File: src/rtl/store_queue.sv
// Store queue: in-order alloc/commit/drain, out-of-order addr/data fill, youngest-match load forwarding.
// State updates are visible the cycle after the edge; the head drains only on o_ret_valid && i_ret_ready.
module store_queue #(
  parameter int WIDTH_TAG  = 5,
  parameter int WIDTH_ADDR = 32,
  parameter int WIDTH_DATA = 32,
  parameter int WIDTH      = 4
) (
  input  logic                  i_clk,
  input  logic                  i_rst_n,
  input  logic                  i_alloc,
  input  logic [WIDTH_TAG-1:0]  i_alloc_tag,
  output logic [WIDTH-1:0]      o_alloc_idx,
  output logic                  o_full,
  output logic                  o_empty,
  output logic [WIDTH:0]        o_count,
  input  logic                  i_addr_we,
  input  logic [WIDTH-1:0]      i_addr_idx,
  input  logic [WIDTH_ADDR-1:0] i_addr,
  input  logic                  i_data_we,
  input  logic [WIDTH-1:0]      i_data_idx,
  input  logic [WIDTH_DATA-1:0] i_data,
  input  logic                  i_commit,
  input  logic                  i_flush,
  output logic                  o_ret_valid,
  output logic [WIDTH_ADDR-1:0] o_ret_addr,
  output logic [WIDTH_DATA-1:0] o_ret_data,
  output logic [WIDTH_TAG-1:0]  o_ret_tag,
  input  logic                  i_ret_ready,
  input  logic [WIDTH_ADDR-1:0] i_ld_addr,
  output logic                  o_fwd_hit,
  output logic [WIDTH_DATA-1:0] o_fwd_data,
  output logic                  o_fwd_stall
);
  localparam int SIZE = 2 ** WIDTH;

  logic [WIDTH:0]      head, cmt, tail;
  logic [WIDTH:0]      cmt_nxt, tail_nxt, spec_cnt;
  logic [WIDTH-1:0]    head_idx, cmt_idx, tail_idx;
  logic [SIZE-1:0]     valid, addr_v, data_v, committed, flushed;
  logic [WIDTH_TAG-1:0]  tag_q  [SIZE];
  logic [WIDTH_ADDR-1:0] addr_q [SIZE];
  logic [WIDTH_DATA-1:0] data_q [SIZE];
  logic                alloc_fire, cmt_fire, ret_fire, addr_wr, data_wr;
  logic [WIDTH-1:0]    off;
  logic [WIDTH-1:0]    scan_idx, fwd_idx;
  logic                fwd_match, unk_younger;

  assign head_idx = head[WIDTH-1:0];
  assign cmt_idx  = cmt[WIDTH-1:0];
  assign tail_idx = tail[WIDTH-1:0];

  assign o_count     = tail - head;
  assign o_empty     = (head == tail);
  assign o_full      = (head_idx == tail_idx) && (head[WIDTH] != tail[WIDTH]);
  assign o_alloc_idx = tail_idx;

  // Flush wins over alloc; a full queue refuses alloc even if the head drains this cycle.
  assign alloc_fire = i_alloc && !o_full && !i_flush;
  assign cmt_fire   = i_commit && (cmt != tail);
  assign cmt_nxt    = cmt + {{WIDTH{1'b0}}, cmt_fire};
  assign spec_cnt   = tail - cmt_nxt;
  assign tail_nxt   = i_flush ? cmt_nxt : tail + {{WIDTH{1'b0}}, alloc_fire};

  assign o_ret_valid = !o_empty && committed[head_idx] && addr_v[head_idx] && data_v[head_idx];
  assign o_ret_addr  = addr_q[head_idx];
  assign o_ret_data  = data_q[head_idx];
  assign o_ret_tag   = tag_q[head_idx];
  assign ret_fire    = o_ret_valid && i_ret_ready;

  // Entries from the post-commit cmt up to tail-1 are speculative and die on flush.
  always_comb begin
    off     = '0;
    flushed = '0;
    for (int i = 0; i < SIZE; i++) begin
      off        = WIDTH'(i) - cmt_nxt[WIDTH-1:0];
      flushed[i] = i_flush && ({1'b0, off} < spec_cnt);
    end
  end

  assign addr_wr = i_addr_we && valid[i_addr_idx] && !flushed[i_addr_idx]
                   && !(alloc_fire && (i_addr_idx == tail_idx));
  assign data_wr = i_data_we && valid[i_data_idx] && !flushed[i_data_idx]
                   && !(alloc_fire && (i_data_idx == tail_idx));

  always_ff @(posedge i_clk or negedge i_rst_n) begin
    if (!i_rst_n) begin
      head      <= '0;
      cmt       <= '0;
      tail      <= '0;
      valid     <= '0;
      addr_v    <= '0;
      data_v    <= '0;
      committed <= '0;
    end else begin
      head <= head + {{WIDTH{1'b0}}, ret_fire};
      cmt  <= cmt_nxt;
      tail <= tail_nxt;
      for (int i = 0; i < SIZE; i++) begin
        if (addr_wr && (i_addr_idx == WIDTH'(i))) addr_v[i] <= 1'b1;
        if (data_wr && (i_data_idx == WIDTH'(i))) data_v[i] <= 1'b1;
        if (cmt_fire && (cmt_idx == WIDTH'(i)))   committed[i] <= 1'b1;
        if ((ret_fire && (head_idx == WIDTH'(i))) || flushed[i]) begin
          valid[i]     <= 1'b0;
          addr_v[i]    <= 1'b0;
          data_v[i]    <= 1'b0;
          committed[i] <= 1'b0;
        end
        if (alloc_fire && (tail_idx == WIDTH'(i))) begin
          valid[i]     <= 1'b1;
          addr_v[i]    <= 1'b0;
          data_v[i]    <= 1'b0;
          committed[i] <= 1'b0;
        end
      end
    end
  end

  always_ff @(posedge i_clk) begin
    if (alloc_fire) tag_q[tail_idx]    <= i_alloc_tag;
    if (addr_wr)    addr_q[i_addr_idx] <= i_addr;
    if (data_wr)    data_q[i_data_idx] <= i_data;
  end

  // Walk oldest to youngest; a later match supersedes, and resets the unknown-address tracking.
  always_comb begin
    scan_idx    = '0;
    fwd_idx     = '0;
    fwd_match   = 1'b0;
    unk_younger = 1'b0;
    for (int k = 0; k < SIZE; k++) begin
      scan_idx = head_idx + WIDTH'(k);
      if (valid[scan_idx]) begin
        if (addr_v[scan_idx] && (addr_q[scan_idx] == i_ld_addr)) begin
          fwd_match   = 1'b1;
          fwd_idx     = scan_idx;
          unk_younger = 1'b0;
        end else if (!addr_v[scan_idx]) begin
          unk_younger = 1'b1;
        end
      end
    end
  end

  assign o_fwd_stall = unk_younger || (fwd_match && !data_v[fwd_idx]);
  assign o_fwd_hit   = fwd_match && data_v[fwd_idx] && !o_fwd_stall;
  assign o_fwd_data  = data_q[fwd_idx];

endmodule
File: config.mk
export PLATFORM = sky130hd
export DESIGN_NAME = store_queue
export DESIGN_NICKNAME = d
export VERILOG_FILES = /design/src/rtl/store_queue.sv
export SDC_FILE = /design/constraint.sdc
export NUM_CORES = 2
export LEC_CHECK = 0
export CORE_MARGIN = 3
export CORE_UTILIZATION = 50
export CTS_BUF_LIST = sky130_fd_sc_hd__clkbuf_8
export DETAILED_ROUTE_END_ITERATION = 12
export PLACE_DENSITY_LB_ADDON = 0.08
export RECOVER_POWER = 100
export SLEW_MARGIN = 20
export SYNTH_ARGS = -nofsm -noshare
export SYNTH_HDL_FRONTEND = slang
export SYNTH_SLANG_ARGS = --single-unit
File: constraint.sdc
create_clock -name i_clk -period 9.8 [get_ports i_clk]
set_input_delay 1.96 -clock i_clk [delete_from_list [all_inputs] [get_ports i_clk]]
set_output_delay 1.96 -clock i_clk [all_outputs]
set_load 0.02 [all_outputs]
### Word-level counts from Yosys, hierarchy flattened

Memory sizes are Yosys's and may differ from the RTL's.
Index checks and enable logic that the tools add are counted.

* $add $sub $neg: 36
* mux-type cells: 373
* magnitude comparators: 35
* equality and inequality tests: 97
* reduce and logical (&&, ||, !) cells: 226

Operators with widths (count)
* $eq 32x32->1: 16
* $mux 1: 301
* $eq 4x4->1 const B: 40
* $bmux 1 s4: 39
* $reduce_bool 3->1: 48
* $logic_and 1x1->1: 131
* $mux 4: 32
* $lt 4x5->1 const B: 19
* $eq 4x3->1 const B: 20
* $lt 4x5->1: 16
* $eq 4x2->1 const B: 10
* $add 4x4->4 const B: 8
* $reduce_bool 2->1: 16
* $sub 4x4->4 const A: 8
* $eq 4x1->1 const B: 5
* $logic_not 4->1: 5
* $logic_or 1x1->1: 17
* $add 4x3->4 const B: 4
* $sub 3x4->4 const A: 4
* $add 5x1->5: 3
* $eq 4x4->1: 3
* $sub 5x5->5: 2
* $logic_not 1->1: 9
* $add 4x2->4 const B: 2
* other kinds (7): 9

* register bits: 79
* logic and storage cells: 837
* memories kept: 3
* output and inout port bits: 115
* bits in writable memories: 1104

Memories
* addr_q: depth 16, bits a word 32, read ports 16, clocked after Yosys merged registers in 0, wr ports 1, line 42 `logic [WIDTH_ADDR-1:0] addr_q [SIZE];`
* data_q: depth 16, bits a word 32, read ports 2, clocked after Yosys merged registers in 0, wr ports 1, line 43 `logic [WIDTH_DATA-1:0] data_q [SIZE];`
* tag_q: depth 16, bits a word 5, read ports 1, clocked after Yosys merged registers in 0, wr ports 1, line 41 `logic [WIDTH_TAG-1:0] tag_q [SIZE];`

### Depth between registers and ports, before layout

* depth in word-level cells: 53
* depth in mapped cells: 37
* depth with buffers taken out: 24

### Least setup slack after synthesis

No wires, ideal clock.

* kind: flip-flop to output port
* start point: register head[2]
* end point: output o_fwd_data[11]
* buffers on the path: 14
* arrival: 8.272 ns
* cell stages (with the launch flop): 30
* slack: -0.432 ns
* cells stage by stage: dfrtp_1 -> buf_6 -> inv_1 -> buf_1 -> clkbuf_1 -> clkbuf_1 -> buf_1 -> buf_1 -> buf_1 -> ha_1 -> buf_2 -> buf_2 -> buf_2 -> buf_2 -> buf_2 -> buf_2 -> mux4_2 -> mux4_2 -> xnor2_1 -> nand2_1 -> nor4_1 -> nand4b_4 -> o211ai_1 -> or3_1 -> a31oi_1 -> o41ai_4 -> buf_4 -> mux4_2 -> a2bb2oi_1 -> o221ai_1

* longest elaborated chain between the ends: 36
* elaborated cells on any way between the ends: 145
* classes of those cells: add/sub (15); eq/ne (16); mux (96); reduce/logical (16); memory (2)

RTL lines
* start: declaration: line 37 `logic [WIDTH:0] head, cmt, tail;`
* start signal: assignment: line 96 `head <= head + {{WIDTH{1'b0}}, ret_fire};`
* branches (longest 34 deep; another with $mem_v2 16x32)
* $mux 4 (*): line 133 `if (valid[scan_idx]) begin`
* $mem_v2 16x32 (*)
* end: declaration: line 32 `output logic [WIDTH_DATA-1:0] o_fwd_data,`

Mark *: on every way between the ends. The select of a mux whose other input is x is not followed.

### Final worst setup path

* start point: register head[3]
* end point: output o_fwd_data[7]

The elaborated chain is that of the path after synthesis.

==> summary.txt <==
Clocking
  – Clock slew at the register clock pins of the worst setup and hold paths: ~60 ps
  – Maximum count of clock buffers along a single path: 3
  – Clock tree from TritonCTS: done
  – H-Tree Level Count: 4
  – Root Buffer: clkbuf_8
  – Number of clock sinks: 1183
  – Clock insertion delay at the later pin of the skew report: between 1000 and 1500 ps
  – Clock buffers created by TritonCTS: 198

Synthesis
  – Post-synthesis share of cell area spent on full adders, half adders and majority gates: 0.9202%
  – Post-Synthesis Cells: a little over 6000
  – Synth Area in XOR/XNOR: 5.687%
  – Share of cell area taken by muxes after synthesis: 40.35%
  – Compound-Gate Fraction of Synth Area: between 4 and 5%
  – Number of synthesized register bits: 1183
  – Share of synthesized area occupied by flip-flops and latches: ~40%
  – Post-Syn Area: 90010 sq um
  – Count of cell types in the netlist: 110
  – Post-Syn Area per Cell: approximately 15 sq um
  – Dominant cell type by area after synthesis: edfxtp_1
  – Main flop type after synthesis: edfxtp_1
  – Share of async-settable or async-resettable flops after synthesis: 6.678%
  – Combinational family with the most area after synthesis: multiplexers
  – Warnings from Yosys: 0
  – Area fraction in and, or, nand and nor cells after synthesis: 5.186%
  – Post-synthesis net count: 6214
  – Count of flip-flops with a built-in enable after synthesis: approximately 1100
  – Share of Yosys cell area claimed by the top area cell type: 36.83%
  – Top cells by area in the synthesized netlist: edfxtp_1 (37%), mux4_2 (32%), mux2i_1 (7.5%)

Placement
  – Detailed-placement wirelength estimate: slightly below 300000 um
  – Instance area at placement: 98750 sq um
  – RePlAce Congestion: ~1.1
  – Count of port buffers added during placement: 231

Floorplanning
  – Die Area: ~190000 sq um
  – Effective utilization at floorplan: 50.39%
  – Floorplan row count: 155
  – Die width: 430.3 um
  – Boundary pin count: roughly 230
  – Area of the core: roughly 180000 sq um
  – Height of the die: between 400 and 500 um

Status
  – Violations in the final reports: capacitance limit, slew limit, setup timing
  – Outcome: finished, violations left

Global routing
  – Number of antenna violations at the first check in global routing: 47
  – Number of global-route vias before repair: 64960
  – Total routing usage reported by global routing: 42.29%
  – Sum of overflow across all layers after global routing: 0
  – Largest net degree at the start of global routing: 85
  – First-pass GRT wire length: 540400 um

Drt
  – Post-detailed-routing wire length: slightly below 400000 um
  – Count of antenna-violating nets left after detailed routing: 0
  – Vias per cell: 7.480
  – First DRT Iteration DRCs: 11510
  – Total via count after detailed routing: 68750
  – Residual DRC: 0
  – Routed wire per std cell: 43.24 um
  – Iteration count of the initial detailed-routing pass: 6

Timing
  – Worst Skew: 73.67 ps
  – Count of final max-slew check failures: 69
  – Min Tclk post-route: 9808 ps
  – Setup violation total in the final timing report: 1
  – Hold slack: 504.3 ps
  – Headroom to the max-slew limit: -150.3%
  – Final Worst Setup Slack: -7.761 ps
  – Final Cycle Share: 100.1%
  – Total negative setup slack: -7.761 ps
  – Slew of the pin with the lowest slew margin: 3755 ps
  – Maximum clock frequency: 102.0 MHz
  – Final-report hold violation count: 0
  – Unrepaired setup endpoints after global routing: yes

Setup path
  – Top cell family by delay on the critical path: buffers and inverters
  – Data arrival, critical path: 7850 ps
  – Reg2Reg Capture Point: data_q[1][31]$_DFFE_PP_
  – Length in cells of the worst reg-to-reg path: 19
  – Biggest cell delay along the critical path: 530 ps
  – Category of the worst setup path capture point: primary output
  – Largest fanout on the critical path: 76
  – Crit path cell chain: buf_12 > buf_6 > nor2_1 > buf_4 > a22oi_1 > nand2_1 > xnor2_1 > nand4_1 > nor4_1 > nand3_2 > or2_1 > buf_4 > o21ai_0 > a22oi_1 > o21ai_1 > o2111ai_2 > a32oi_4 > buf_4 > buf_12 > buf_12 > mux4_2 > a2bb2oi_1 > o221ai_1 > clkdlybuf4s15_1
  – Worst path buffer plus inverter count: 8
  – Data required time at the worst endpoint: 7840 ps
  – Worst R2R Start: tail[3]$_DFF_PN0_
  – Type of the setup path with the least slack: reg -> out
  – Cell with the biggest individual delay on the critical path: nand4_1
  – Kind of start point of the critical path: flip-flop
  – Setup slack of the worst register-to-register path: around 2600 ps
  – CP Launch Point: head[3]$_DFF_PN0_

Power
  – Leakage power summed over all cells: 34.49 nW
  – Final total power: 13.40 mW
  – Total power divided by cell area: 128.7 nW/um^2
  – Largest vdd supply drop: 0.0002008 V

Final layout
  – Leading cell type in the layout, fill and taps excluded: mux4_2
  – Layout cells sized above 1: 37.71%
  – Nets: 6839
  – Most frequent cells in the layout: mux4_2 (1259), edfxtp_1 (1104), mux2i_1 (662)
  – Fillcell total: 13890
  – Syn-to-layout area delta: 15.69%
  – Final Cell Area: 104100 sq um

Run
  – Max Cap Viol: 1

Worst hold path
  – Terminating pin of the worst hold path: head[4]$_DFF_PN0_
  – Hold Startpoint: head[4]$_DFF_PN0_
  – Hold WC Path Type: reg -> reg
  – Hold Path Cell Cnt: 1
==> where the power goes <==
part           total (mW)  internal (mW)  switching [mW]
clock                4.44           2.22            2.21
sequential           5.80           5.64           0.164
combinational        3.16           1.19            1.97
total                13.4           9.06            4.34
==> sequential cells by signal (all words and copies together) (netlist names) <==
| name | flops |
|---|---|
| tag_q | 80 |
| tail | 5 |
| cmt | 5 |
| committed | 16 |
| data_v | 16 |
| valid | 16 |
| data_q | 512 |
| addr_q | 512 |
| addr_v | 16 |
| head | 5 |
==> per-layer routing <==
metal,up-vias,share of wire (%),track usage [%]
li1,26450,-,-
met4,28,5.4,18.42
met3,906,14,12.73
met2,5553,42,59.66
met1,35810,38,60.93
met5,-,0.052,0
==> per-stage QoR <==
stage / cells / setup WS (ps) / util, %
3_3_place_gp: 8752 / -70.23 / 55.29
4_1_cts: 9127 / -13.53 / 57.84
3_5_place_dp: 8752 / -36.55 / 55.29
5_1_grt: 9178 / -162.8 / 58.28
2_1_floorplan: 6032 / 104.1 / -
6_report: 9191 / -7.761 / 58.30
==> worst reg2reg max path: stages (launching register included) <==
cell and delay [ps]:
dfrtp_1 850, xnor2_1 200, nand3_1 90, o31a_1 360
ha_1 220, ha_1 500, inv_1 230, fa_1 460
xnor2_1 630, ha_1 360, o21bai_1 220, a21oi_1 110
o21ai_0 300, mux4_2 300, mux2_2 150, o21ai_0 70
nor2_1 250, nor3b_1 410, and2_2 710, buf_4 400
==> layout make-up <==
cell class | count | area (sq um) | area share, %
inverter | 92 | 369.1 | 0.3545
clock buffer | 205 | 2821 | 2.709
sequential | 1183 | 35140 | 33.75
antenna | 23 | 57.56 | 0.05527
multi-input combinational | 4219 | 52160 | 50.08
tap | 2355 | 2947 | 2.830
clock inverter | 151 | 1114 | 1.069
timing repair buffer | 963 | 9527 | 9.148
==> how the worst max path moves through the flow <==
stage,end,slack (ps),cells after the start
final,o_fwd_data[7],-8,24
after CTS,o_fwd_data[8],-10,26
after global routing,o_fwd_data[31],-160,25
after global placement,o_fwd_data[1],-70,21
after detailed placement,o_fwd_data[20],-40,21
after floorplan,o_fwd_hit,100,30
==> Yosys cell counts (84+ instances only) <==
master,count
clkbuf_1,159
buf_2,140
buf_4,92
edfxtp_1,1104
nand2_1,270
mux2i_1,673
xor2_1,84
a21oi_1,90
o21ai_0,127
mux4_2,1259
mux2_2,97
nand4_1,114
xnor2_1,488
nor2_1,152
==> timing repair <==
item | CTS | global route
cloned | 6 | 11
pin swaps | 5 | 8
endpoints found under the setup margin | 34 | 34
buffers inserted | 13 | 29
hold buffers | 0 | 0
gates resized for setup | 92 | 128
==> kinds of logic after synthesis <==
kind of cell | after synthesis
AOI/OAI and AO/OA | 635
and+or+nand+nor | 900
buffers and inverters | 630
xor gates and xnor gates | 578
DFF | 1183
muxes | 2041
adders and majority gates | 65
No activity file was read; power rests on OpenSTA's default activity.
